<file path="src/rtl/rfi_ctrl_pkg.sv">
// Shared types and constants for the rfi_detection sequencer.
// State encoding is software visible through the state output.
package rfi_ctrl_pkg;

  typedef enum logic [1:0] {
    ST_IDLE      = 2'd0,
    ST_WAIT_SYNC = 2'd1,
    ST_RUN       = 2'd2,
    ST_DRAIN     = 2'd3
  } state_t;

  localparam int unsigned ACC_LEN_DEFAULT = 1024;

  // Timer widths: the cnt_rst pulse is short, the dump watchdog may be long.
  localparam int RST_W = 8;
  localparam int TO_W  = 32;

  // A zero-length integration is meaningless; stage it as a single spectrum.
  function automatic logic [31:0] stage_len(input logic [31:0] req);
    return (req == 32'd0) ? 32'd1 : req;
  endfunction

endpackage

</file>
<file path="src/rtl/rfi_acc_ctrl_if.sv">
// Bus between the sequencer and its surroundings: upstream stream,
// software control/status and the rfi_detection handshake.
interface rfi_acc_ctrl_if;
  import rfi_ctrl_pkg::*;

  logic        sync_in;
  logic        din_valid;
  logic        arm;
  logic [31:0] acc_len_reg;
  logic        warn_clr;
  logic        det_valid;
  logic        det_warning;

  logic [31:0] acc_len;
  logic        cnt_rst;
  logic        sync_out;
  logic        busy;
  state_t      state;
  logic [31:0] dump_cnt;
  logic        warn_sticky;
  logic        sync_err;
  logic        cfg_err;
  logic        dump_timeout;

  modport slave (
    input  sync_in, din_valid, arm, acc_len_reg, warn_clr, det_valid, det_warning,
    output acc_len, cnt_rst, sync_out, busy, state, dump_cnt,
           warn_sticky, sync_err, cfg_err, dump_timeout
  );

  modport master (
    output sync_in, din_valid, arm, acc_len_reg, warn_clr, det_valid, det_warning,
    input  acc_len, cnt_rst, sync_out, busy, state, dump_cnt,
           warn_sticky, sync_err, cfg_err, dump_timeout
  );

endinterface

</file>
<file path="src/rtl/rfi_sticky_flag.sv">
// Sticky status bit: set has priority over clear so an event that
// coincides with a software clear is never lost.
module rfi_sticky_flag (
  input  logic clk,
  input  logic rst,
  input  logic set,
  input  logic clr,
  output logic flag
);

  logic flag_d;
  logic flag_q;

  always_comb begin
    flag_d = set | (flag_q & ~clr);
  end

  // NOTE: sequential state uses non-blocking assignments so every flop
  // samples the pre-edge values regardless of process ordering.
  always_ff @(posedge clk or posedge rst) begin
    if (rst) flag_q <= 1'b0;
    else     flag_q <= flag_d;
  end

  assign flag = flag_q;

endmodule

</file>
<file path="src/rtl/rfi_acc_ctrl.sv">
// Sequencer for rfi_detection: arms on request, aligns to the PFB sync,
// stages acc_len on integration boundaries and supervises dump latency.
module rfi_acc_ctrl #(
  parameter int          CHANNEL_ADDR    = 9,
  parameter int unsigned ACC_LEN_DEFAULT = rfi_ctrl_pkg::ACC_LEN_DEFAULT,
  parameter int          RST_CYCLES      = 2,
  parameter int          TIMEOUT         = 4096
) (
  input logic           clk,
  input logic           rst,
  rfi_acc_ctrl_if.slave bus
);
  import rfi_ctrl_pkg::*;

  state_t                  state_q, state_d;
  logic                    arm_q;
  logic [CHANNEL_ADDR-1:0] ch_cnt_q, ch_cnt_d;
  logic [31:0]             spec_cnt_q, spec_cnt_d;
  logic [31:0]             acc_len_q, acc_len_d;
  logic [31:0]             dump_cnt_q, dump_cnt_d;
  logic [RST_W-1:0]        rst_timer_q, rst_timer_d;
  logic [TO_W-1:0]         to_timer_q, to_timer_d;
  logic                    sync_out_q, sync_out_d;
  logic                    cnt_rst_q, cnt_rst_d;

  logic        arm_rise;
  logic        boundary;
  logic        counting;
  logic        int_end;
  logic        bad_sync;
  logic        latch_len;
  logic [31:0] shadow;
  logic        set_warn, set_sync, set_cfg, set_to;

  always_comb begin
    shadow   = stage_len(bus.acc_len_reg);
    arm_rise = bus.arm & ~arm_q;
    boundary = bus.din_valid && (ch_cnt_q == '1);
    counting = (state_q == ST_RUN) || (state_q == ST_DRAIN);
    int_end  = counting && boundary && (spec_cnt_q == acc_len_q - 32'd1);
    // A sync landing on channel 0 or on the last channel is on-grid.
    bad_sync = counting && bus.sync_in && (ch_cnt_q != '0) && !boundary;
  end

  // NOTE: every variable written here gets a default first, so no path
  // through the case statement can leave one unassigned and infer a latch.
  always_comb begin
    state_d     = state_q;
    spec_cnt_d  = spec_cnt_q;
    acc_len_d   = acc_len_q;
    dump_cnt_d  = dump_cnt_q;
    rst_timer_d = rst_timer_q;
    sync_out_d  = 1'b0;
    latch_len   = 1'b0;

    if (bus.sync_in)        ch_cnt_d = '0;
    else if (bus.din_valid) ch_cnt_d = ch_cnt_q + CHANNEL_ADDR'(1);
    else                    ch_cnt_d = ch_cnt_q;

    case (state_q)
      ST_IDLE: begin
        if (arm_rise) begin
          latch_len  = 1'b1;
          dump_cnt_d = '0;
          state_d    = ST_WAIT_SYNC;
        end
      end
      ST_WAIT_SYNC: begin
        if (!bus.arm) begin
          state_d = ST_IDLE;
        end else if (bus.sync_in) begin
          sync_out_d  = 1'b1;
          rst_timer_d = RST_W'(RST_CYCLES);
          spec_cnt_d  = '0;
          state_d     = ST_RUN;
        end
      end
      ST_RUN, ST_DRAIN: begin
        sync_out_d = bus.sync_in;
        if (rst_timer_q != '0) rst_timer_d = rst_timer_q - RST_W'(1);
        if (bad_sync) begin
          rst_timer_d = RST_W'(RST_CYCLES);
          spec_cnt_d  = '0;
        end else if (int_end) begin
          spec_cnt_d = '0;
          dump_cnt_d = dump_cnt_q + 32'd1;
          latch_len  = 1'b1;
          if (state_q == ST_DRAIN) state_d = ST_IDLE;
        end else if (boundary) begin
          spec_cnt_d = spec_cnt_q + 32'd1;
        end
        if (state_q == ST_RUN && !bus.arm) state_d = ST_DRAIN;
      end
      default: state_d = ST_IDLE;
    endcase

    if (latch_len) acc_len_d = shadow;

    // Counters are held in reset except while running past the start pulse.
    cnt_rst_d = !(((state_d == ST_RUN) || (state_d == ST_DRAIN)) && (rst_timer_d == '0));
  end

  always_comb begin
    set_to     = 1'b0;
    to_timer_d = to_timer_q;
    if (int_end) begin
      to_timer_d = TO_W'(TIMEOUT);
    end else if (bus.det_valid) begin
      to_timer_d = '0;
    end else if (to_timer_q != '0) begin
      to_timer_d = to_timer_q - TO_W'(1);
      set_to     = (to_timer_q == TO_W'(1));
    end

    set_warn = bus.det_warning && (state_q != ST_IDLE);
    set_sync = bad_sync;
    set_cfg  = latch_len && (bus.acc_len_reg == 32'd0);
  end

  always_ff @(posedge clk or posedge rst) begin
    if (rst) begin
      state_q     <= ST_IDLE;
      arm_q       <= 1'b0;
      ch_cnt_q    <= '0;
      spec_cnt_q  <= '0;
      acc_len_q   <= 32'(ACC_LEN_DEFAULT);
      dump_cnt_q  <= '0;
      rst_timer_q <= '0;
      to_timer_q  <= '0;
      sync_out_q  <= 1'b0;
      cnt_rst_q   <= 1'b1;
    end else begin
      state_q     <= state_d;
      arm_q       <= bus.arm;
      ch_cnt_q    <= ch_cnt_d;
      spec_cnt_q  <= spec_cnt_d;
      acc_len_q   <= acc_len_d;
      dump_cnt_q  <= dump_cnt_d;
      rst_timer_q <= rst_timer_d;
      to_timer_q  <= to_timer_d;
      sync_out_q  <= sync_out_d;
      cnt_rst_q   <= cnt_rst_d;
    end
  end

  rfi_sticky_flag u_warn (.clk(clk), .rst(rst), .set(set_warn), .clr(bus.warn_clr), .flag(bus.warn_sticky));
  rfi_sticky_flag u_sync (.clk(clk), .rst(rst), .set(set_sync), .clr(bus.warn_clr), .flag(bus.sync_err));
  rfi_sticky_flag u_cfg  (.clk(clk), .rst(rst), .set(set_cfg),  .clr(bus.warn_clr), .flag(bus.cfg_err));
  rfi_sticky_flag u_to   (.clk(clk), .rst(rst), .set(set_to),   .clr(bus.warn_clr), .flag(bus.dump_timeout));

  assign bus.acc_len  = acc_len_q;
  assign bus.cnt_rst  = cnt_rst_q;
  assign bus.sync_out = sync_out_q;
  assign bus.busy     = (state_q != ST_IDLE);
  assign bus.state    = state_q;
  assign bus.dump_cnt = dump_cnt_q;

endmodule
</file>
<file path="src/flat_wrapper.sv">
// flat-port wrapper written by rule: the top's interface ports become plain ports
module rfi_acc_ctrl_flat import rfi_ctrl_pkg::*;
#(
  parameter int          CHANNEL_ADDR    = 9,
  parameter int unsigned ACC_LEN_DEFAULT = rfi_ctrl_pkg::ACC_LEN_DEFAULT,
  parameter int          RST_CYCLES      = 2,
  parameter int          TIMEOUT         = 4096
)
  (clk, rst, bus_sync_in, bus_din_valid, bus_arm, bus_acc_len_reg, bus_warn_clr, bus_det_valid, bus_det_warning, bus_acc_len, bus_cnt_rst, bus_sync_out, bus_busy, bus_state, bus_dump_cnt, bus_warn_sticky, bus_sync_err, bus_cfg_err, bus_dump_timeout);
  rfi_acc_ctrl_if bus_i ();
  input logic clk;
  input logic rst;
  input wire logic [$bits(bus_i.sync_in)-1:0] bus_sync_in;
  input wire logic [$bits(bus_i.din_valid)-1:0] bus_din_valid;
  input wire logic [$bits(bus_i.arm)-1:0] bus_arm;
  input wire logic [$bits(bus_i.acc_len_reg)-1:0] bus_acc_len_reg;
  input wire logic [$bits(bus_i.warn_clr)-1:0] bus_warn_clr;
  input wire logic [$bits(bus_i.det_valid)-1:0] bus_det_valid;
  input wire logic [$bits(bus_i.det_warning)-1:0] bus_det_warning;
  output wire logic [$bits(bus_i.acc_len)-1:0] bus_acc_len;
  output wire logic [$bits(bus_i.cnt_rst)-1:0] bus_cnt_rst;
  output wire logic [$bits(bus_i.sync_out)-1:0] bus_sync_out;
  output wire logic [$bits(bus_i.busy)-1:0] bus_busy;
  output wire logic [$bits(bus_i.state)-1:0] bus_state;
  output wire logic [$bits(bus_i.dump_cnt)-1:0] bus_dump_cnt;
  output wire logic [$bits(bus_i.warn_sticky)-1:0] bus_warn_sticky;
  output wire logic [$bits(bus_i.sync_err)-1:0] bus_sync_err;
  output wire logic [$bits(bus_i.cfg_err)-1:0] bus_cfg_err;
  output wire logic [$bits(bus_i.dump_timeout)-1:0] bus_dump_timeout;
  assign bus_i.sync_in = bus_sync_in;
  assign bus_i.din_valid = bus_din_valid;
  assign bus_i.arm = bus_arm;
  assign bus_i.acc_len_reg = bus_acc_len_reg;
  assign bus_i.warn_clr = bus_warn_clr;
  assign bus_i.det_valid = bus_det_valid;
  assign bus_i.det_warning = bus_det_warning;
  assign bus_acc_len = bus_i.acc_len;
  assign bus_cnt_rst = bus_i.cnt_rst;
  assign bus_sync_out = bus_i.sync_out;
  assign bus_busy = bus_i.busy;
  assign bus_state = bus_i.state;
  assign bus_dump_cnt = bus_i.dump_cnt;
  assign bus_warn_sticky = bus_i.warn_sticky;
  assign bus_sync_err = bus_i.sync_err;
  assign bus_cfg_err = bus_i.cfg_err;
  assign bus_dump_timeout = bus_i.dump_timeout;
  rfi_acc_ctrl #(.CHANNEL_ADDR(CHANNEL_ADDR), .ACC_LEN_DEFAULT(ACC_LEN_DEFAULT), .RST_CYCLES(RST_CYCLES), .TIMEOUT(TIMEOUT)) u_core (.clk(clk), .rst(rst), .bus(bus_i));
endmodule
</file>
<file path="config.mk">
export PLATFORM = sky130hd
export DESIGN_NAME = rfi_acc_ctrl_flat
export DESIGN_NICKNAME = d
export VERILOG_FILES = /design/src/rtl/rfi_ctrl_pkg.sv /design/src/rtl/rfi_acc_ctrl_if.sv /design/src/rtl/rfi_sticky_flag.sv /design/src/rtl/rfi_acc_ctrl.sv /design/src/flat_wrapper.sv
export SDC_FILE = /design/constraint.sdc
export NUM_CORES = 1
export LEC_CHECK = 0
export CAP_MARGIN = 20
export CELL_PAD_IN_SITES_DETAIL_PLACEMENT = 2
export CELL_PAD_IN_SITES_GLOBAL_PLACEMENT = 2
export CORE_MARGIN = 5
export CORE_UTILIZATION = 37
export CTS_CLUSTER_SIZE = 14
export DETAILED_ROUTE_END_ITERATION = 10
export PLACE_DENSITY_LB_ADDON = 0.1
export RECOVER_POWER = 25
export SKIP_CTS_REPAIR_TIMING = 1
export SLEW_MARGIN = 30
export SYNTH_ARGS = -nofsm -noshare
export SYNTH_HDL_FRONTEND = slang
export SYNTH_SLANG_ARGS = --single-unit
</file>
<file path="constraint.sdc">
create_clock -name clk -period 15.8 [get_ports clk]
set_clock_uncertainty 0.15 [all_clocks]
set_input_delay 4.74 -clock clk [delete_from_list [all_inputs] [get_ports clk]]
set_output_delay 4.74 -clock clk [all_outputs]
set_load 0.1 [all_outputs]
</file>
==> reports/qor.csv, run 1 <==
stage;metric;value;unit
die;row cnt;55;
route;Antenna Nets Post-Route;0;
grt;total grt overflow;0;
power_and_ir_drop;Lkg Pwr;4.29;nW
finish;commonest non-fill, non-tap cells in the layout;152 x dfrtp_1, 126 x nor2_1, 107 x clkdlybuf4s50_1, 69 x xnor2_1, 55 x nand2_1;
placed_design;GP Congestion;0.777;
finish;nets@finish;1071;
synth;netlist area before placement;8590;sq um
die;die area;26400;sq um
grt;antenna violations before repair;0;
critical_path;startpoint type of the worst setup path;primary input;
synth;top cells by area, synth;dfrtp_1 44%, xnor2_1 7.0%, nor2_1 5.5%;
cts;CTS tree;yes;
synth;Synth Area per Inst;9.35;sq um
finish;Ant. Diodes;0;
cts;H-tree depth;4;
sta;min cycle time layout;8.56;ns
critical_path;Worst EP required;16.13;ns
placed_design;port bufs;112;
run;reported max-cap violation count;1;
route;DRC;0;
finish;most common cell after layout, fill and taps aside;dfrtp_1;
grt;total routing usage reported by global routing;0.207;
cts;Max clock buf depth;2;
synth;ys flop type;dfrtp_1;
grt;largest net degree at the start of global routing;103;
die;die height;162;microns
synth;Post-Syn Nets;969;
critical_path;Max FO, Critical Path;102;
cts;Clock Tree Root;clkbuf_16;
die;initial core utilization;0.377;
route;Pre-antenna DRT Iters;4;
synth;post-synthesis sequential area ratio;0.449;
finish;Area Growth Syn to Fin;24.1;%
synth;synth warn;0;
route;drt initial violations;355;
critical_path;Setup CP Type;in -> async;
finish;fin util;0.468;
sta;slew of the pin with the lowest slew margin;4.69;ns
sta;TNS Setup;0;ns
outcome;violated checks;capacitance limit, slew limit;
sta;fin. max-slew vios;103;
finish;share of cells above drive strength 1;0.0824;
synth;Synth async-reset ratio;1.00;
route;DR vias;7431;
placed_design;pre-CTS setup slack;6.48;ns
synth;Yosys top cell area share;0.443;
finish;non-filler cells, final;1345;
outcome;outcome;finished with violations;
route;final WL;27.0;mm
sta;fmax;117;MHz
placed_design;post-DP HPWL;19.0;mm
die;width of the chip;162;microns
critical_path;Worst setup EP type;asynchronous set/reset pin;
critical_path;Worst Path Arrival;8.89;ns
cts;insertion delay to the later sink of the worst-skew pair;0.43;ns
sta;final hold violation count;0;
synth;largest area contributor in the netlist;dfrtp_1;
sta;RSZ-0062 raised after global routing;false;
placed_design;placed insts;1314;
cts;TritonCTS buffer count;17;
route;vias per cell;5.52;
die;core area;22800;sq um
die;io pins;113;
synth;unique cell type count in the Yosys netlist;57;
synth;number of synthesized register bits;154;
power_and_ir_drop;Peak VDD IR;0.143;mV
power_and_ir_drop;Overall Power;0.00210;W
cts;Clk pin slew, worst setup/hold paths;0.06;ns
sta;Max-slew headroom;-2.14;
power_and_ir_drop;PD cells;197;nW/um^2
grt;number of global-route vias before repair;8065;
cts;clk sink count;154;
worst_hold_path;Min-Delay Path Class;reg -> reg;
synth;cells after synthesis;919;
grt;first-pass GRT wire length;44.3;mm
synth;number of synthesized flops with an enable pin;0;
sta;Final period util;0.542;
sta;Setup WS post-layout;7.24;ns
route;WL per Instance;20.1;microns
sta;Setup violations, final;0;
-- cells in the mapped netlist (7+ instances only) --
library cell / instances
xor2_1: 40
mux2_2: 31
ha_1: 10
nand2_1: 55
and2_1: 7
nand2b_1: 13
o21ai_0: 36
nor2_1: 126
nor3_1: 29
dfrtp_1: 152
o31ai_1: 12
nand4_1: 27
inv_1: 28
or4_1: 15
xnor2_1: 69
nand3_1: 43
mux2i_1: 9
nor4_1: 25
or3_1: 21
clkbuf_1: 28
and3_1: 17
a21oi_1: 33
-- worst paths after layout --
check | start | end | slack (ns) | depth (start not counted)
min in group asynchronous | rst | u_core.to_timer_q[31] | 6.06 | 2
worst max register to register | u_core.bus.acc_len[3] | u_core.u_to.flag | 10.74 | 9
worst min register to register | u_core.u_cfg.flag | u_core.u_cfg.flag | 0.37 | 1
max in group clk | bus_din_valid | u_core.bus.dump_cnt[31] | 7.25 | 11
worst max-delay path | rst | u_core.ch_cnt_q[7] | 7.24 | 3
worst min-delay path | u_core.u_cfg.flag | u_core.u_cfg.flag | 0.37 | 1
-- final cells by class --
cell class | instances | area (sq um)
clock buffer | 19 | 433
clock inverter | 11 | 219
fill | 2442 | 12100
inverter | 28 | 106
multi-input combinational | 703 | 4500
sequential | 154 | 3860
tap | 313 | 392
timing repair buffer | 117 | 1160
-- worst max-delay path: stages --
cell	delay, ns
dlygate4sd3_1	0.55
clkinvlp_2	2.62
buf_4	0.90
-- kinds of logic (layout without fill, tap and decap cells) --
| logic type | after synthesis | in the layout | synth area share |
|---|---|---|---|
| buffers and inverters | 62 | 175 | 0.0280 |
| adder cells (fa/ha/maj) | 10 | 10 | 0.0146 |
| AO/OA/AOI/OAI | 125 | 125 | 0.0909 |
| flip-flops | 154 | 154 | 0.449 |
| multiplexers | 40 | 40 | 0.0511 |
| AND/OR/NAND/NOR | 419 | 419 | 0.255 |
| XOR/XNOR | 109 | 109 | 0.111 |
-- metrics by stage --
| stage | instance area (sq um) | hold WS (ns) |
|---|---|---|
| floorplan | 8590 | 0.315 |
| global placement | 10000 | 0.342 |
| detailed placement | 10000 | 0.357 |
| CTS | 10700 | 0.381 |
| global route | 10700 | 0.399 |
| finish | 10700 | 0.373 |
-- power by group --
group	switching, W	internal, W
clock network	0.000172	0.000296
registers	0.000156	0.000491
logic	0.000671	0.000317
-- per-layer routing --
layer / wire length [microns] / vias to the layer above / GRT usage
met5: 0 / - / 0
met4: 242 / 0 / 0.0431
met3: 878 / 18 / 0.0326
met2: 13100 / 104 / 0.344
met1: 12800 / 3831 / 0.287
li1: - / 3478 / -
Note: power is estimated with default switching activity, not from simulation.
==> inputs of run 2 (changes only) <==
--- a/config.mk
+++ b/config.mk
@@ -9,7 +9,7 @@
 export CELL_PAD_IN_SITES_DETAIL_PLACEMENT = 2
 export CELL_PAD_IN_SITES_GLOBAL_PLACEMENT = 2
 export CORE_MARGIN = 5
-export CORE_UTILIZATION = 37
+export CORE_UTILIZATION = 31
 export CTS_CLUSTER_SIZE = 14
 export DETAILED_ROUTE_END_ITERATION = 10
 export PLACE_DENSITY_LB_ADDON = 0.1
==> constraint.sdc (replaced) <==
create_clock -name clk -period 7.1 [get_ports clk]
set_clock_uncertainty 0.15 [all_clocks]
set_input_delay 2.13 -clock clk [delete_from_list [all_inputs] [get_ports clk]]
set_output_delay 2.13 -clock clk [all_outputs]
set_load 0.1 [all_outputs]
==> run 2 against run 1 <==
The flow still finishes with violations (capacitance limit, slew limit). Routed wire length rose by 2.1%. Sequential power is 120% higher. Cell area grew 0.40%. Combinational power grew 120%. Critical path depth increased by 7. Core utilization down 8.0 points. Register-to-register slack worse by 8.7 ns. Sequential share of layout area decreased by 0.14 points. Final cell count grew 5.3%. Global-route usage down 2.6 points. Highest routed layer unchanged.
==> reports/qor.csv, run 2 (synthesized netlist as in run 1, its figures left out) <==
stage;metric;value;unit;change
outcome;outcome;finished with violations;;
outcome;violated checks;capacitance limit, slew limit;;
power_and_ir_drop;PD cells;427;nW/um^2;+120%
grt;number of global-route vias before repair;8062;;-0.037%
run;reported max-cap violation count;1;;unchanged
grt;total grt overflow;0;;unchanged
critical_path;crit path cell chain;dlygate4sd3_1, nand2_1, nor4b_1, nand4b_1, nor4_1, o2111ai_1, nor4_4, nand3_1, or4_1, a21oi_1;;
critical_path;Max FO, Critical Path;15;;-85%
placed_design;GP Congestion;0.756;;-2.8%
grt;first-pass GRT wire length;45.1;mm;+1.8%
grt;met3 Use GR;0.0377;;+0.00504
cts;Max clock buf depth;2;;unchanged
sta;Hold WS;0.370;ns;-0.00291 ns
cts;H-tree depth;4;;unchanged
route;vias per cell;5.22;;-5.6%
grt;GR Util met2;0.294;;-0.0502
die;initial core utilization;0.312;;-0.0653
die;core area;27600;sq um;+21%
finish;commonest non-fill, non-tap cells in the layout;152 x dfrtp_1, 126 x nor2_1, 104 x clkdlybuf4s50_1, 69 x xnor2_1, 55 x nand2_1;;
cts;insertion delay to the later sink of the worst-skew pair;0.44;ns;about the same
finish;Reg area;3860;sq um;unchanged
critical_path;largest stage delay on the critical path;0.77;ns;-1.85 ns
die;die height;176;microns;+8.7%
route;DRC;0;;unchanged
power_and_ir_drop;Lkg Pwr;4.29;nW;-0.11%
route;WL per Instance;19.5;microns;-3.0%
sta;fin. max-slew vios;81;;-21%
critical_path;slowest CP cell;dlygate4sd3_1;;
grt;met1 usage;0.250;;-0.0368
sta;final hold violation count;0;;unchanged
route;drt initial violations;301;;-15%
cts;clk sink count;154;;unchanged
cts;CTS tree;yes;;
finish;most common cell after layout, fill and taps aside;dfrtp_1;;
sta;RSZ-0062 raised after global routing;false;;
die;width of the chip;176;microns;+8.7%
finish;# fillers;3021;;+24%
cts;TritonCTS buffer count;17;;unchanged
worst_hold_path;Min-Delay Path Class;reg -> reg;;
die;io pins;113;;unchanged
die;row cnt;61;;+11%
grt;antenna violations before repair;1;;+1
grt;most used routing layer in global routing;met2;;
sta;Setup violations, final;0;;unchanged
sta;min cycle time layout;5.87;ns;
route;final WL;27.6;mm;+2.1%
finish;Area Growth Syn to Fin;24.6;%;
placed_design;post-DP HPWL;20.1;mm;+5.5%
route;Antenna Nets Post-Route;0;;unchanged
cts;Clock Tree Root;clkbuf_16;;
critical_path;Worst Path Arrival;6.08;ns;-2.81 ns
critical_path;Setup CP Type;in -> reg;;
grt;total routing usage reported by global routing;0.181;;-0.0256
finish;nets@finish;1075;;+0.37%
sta;fmax;170;MHz;
sta;TNS Setup;0;ns;unchanged
sta;slew of the pin with the lowest slew margin;3.21;ns;-1.48 ns
cts;Clk pin slew, worst setup/hold paths;0.06;ns;about the same
route;Pre-antenna DRT Iters;4;;unchanged
power_and_ir_drop;Peak VDD IR;0.326;mV;+130%
grt;largest net degree at the start of global routing;81;;-21%
critical_path;Worst setup EP type;flip-flop;;
finish;area of the multi-input gates;4500;sq um;+0.14%
route;DR vias;7387;;-0.59%
placed_design;port bufs;112;;unchanged
sta;Max-slew headroom;-1.14;;+1.00
die;die area;31100;sq um;+18%
critical_path;Worst EP required;7.31;ns;-8.82 ns
finish;share of cells above drive strength 1;0.0897;;+0.00732
sta;Final period util;0.826;;
critical_path;startpoint type of the worst setup path;primary input;;
[run 2: changes by cell type in the layout (fill, tap and decap cells not counted), sizes merged]
cell,delta
clkdlybuf4s50,-3
clkinv,+2
clkinvlp,+1
clkbuf,+4
buf,+5
diode,+1
bufinv,-4
[run 2: critical path: cells and delay by family]
kind                   cells  cell delay (ns)
AO/OA/AOI/OAI              2             0.37
buffers and inverters      1             0.77
AND/OR/NAND/NOR            7             2.81
[run 2: power breakdown]
part / leakage, nW / total, W / internal, W / switching, W
Combinational: 1.97 / 0.00218 / 0.000700 / 0.00148
Sequential: 2.04 / 0.00145 / 0.00109 / 0.000352
Clock: 0.287 / 0.000941 / 0.000553 / 0.000388
[run 2: final cells by class]
class | count | area share
well taps | 378 | 0.0442
inverters | 28 | 0.00982
diodes | 1 | 0.000234
clock buffers | 21 | 0.0449
multi-input cells | 703 | 0.421
repair buffers | 121 | 0.109
clock inverters | 10 | 0.0108
flip-flops and latches | 154 | 0.360
[run 2: metal layers]
layer / vias up / share of wire
met5: - / 0
met3: 20 / 0.031
li1: 3484 / -
met1: 3787 / 0.49
met4: 0 / 0.014
met2: 96 / 0.47
[run 2: stage by stage]
step / setup WS [ns] / instance area (sq um) / std cells / power, W / util
finish: 1.23 / 10700 / 1416 / 0.00457 / 0.389
global route: 0.979 / 10700 / 1416 / 0.00485 / 0.389
CTS: 1.29 / 10700 / 1415 / 0.00463 / 0.389
detailed placement: 0.832 / 10100 / 1384 / 0.00365 / 0.367
global placement: 1.07 / 10100 / 1384 / 0.00361 / 0.368
floorplan: 0.674 / 8590 / 919 / 0.00304 / -
[run 2: worst paths after layout]
path                                        from                       to  slack, ns  depth (start not counted)
max in group asynchronous                    rst    u_core.spec_cnt_q[12]       1.74                          3
max reg2reg                u_core.bus.acc_len[3]  u_core.bus.dump_cnt[31]       2.09                          9
max                                bus_din_valid  u_core.bus.dump_cnt[31]       1.23                         10
min in group asynchronous                    rst    u_core.to_timer_q[23]       3.15                          2
min reg2reg                    u_core.u_cfg.flag        u_core.u_cfg.flag       0.37                          1
min                            u_core.u_cfg.flag        u_core.u_cfg.flag       0.37                          1
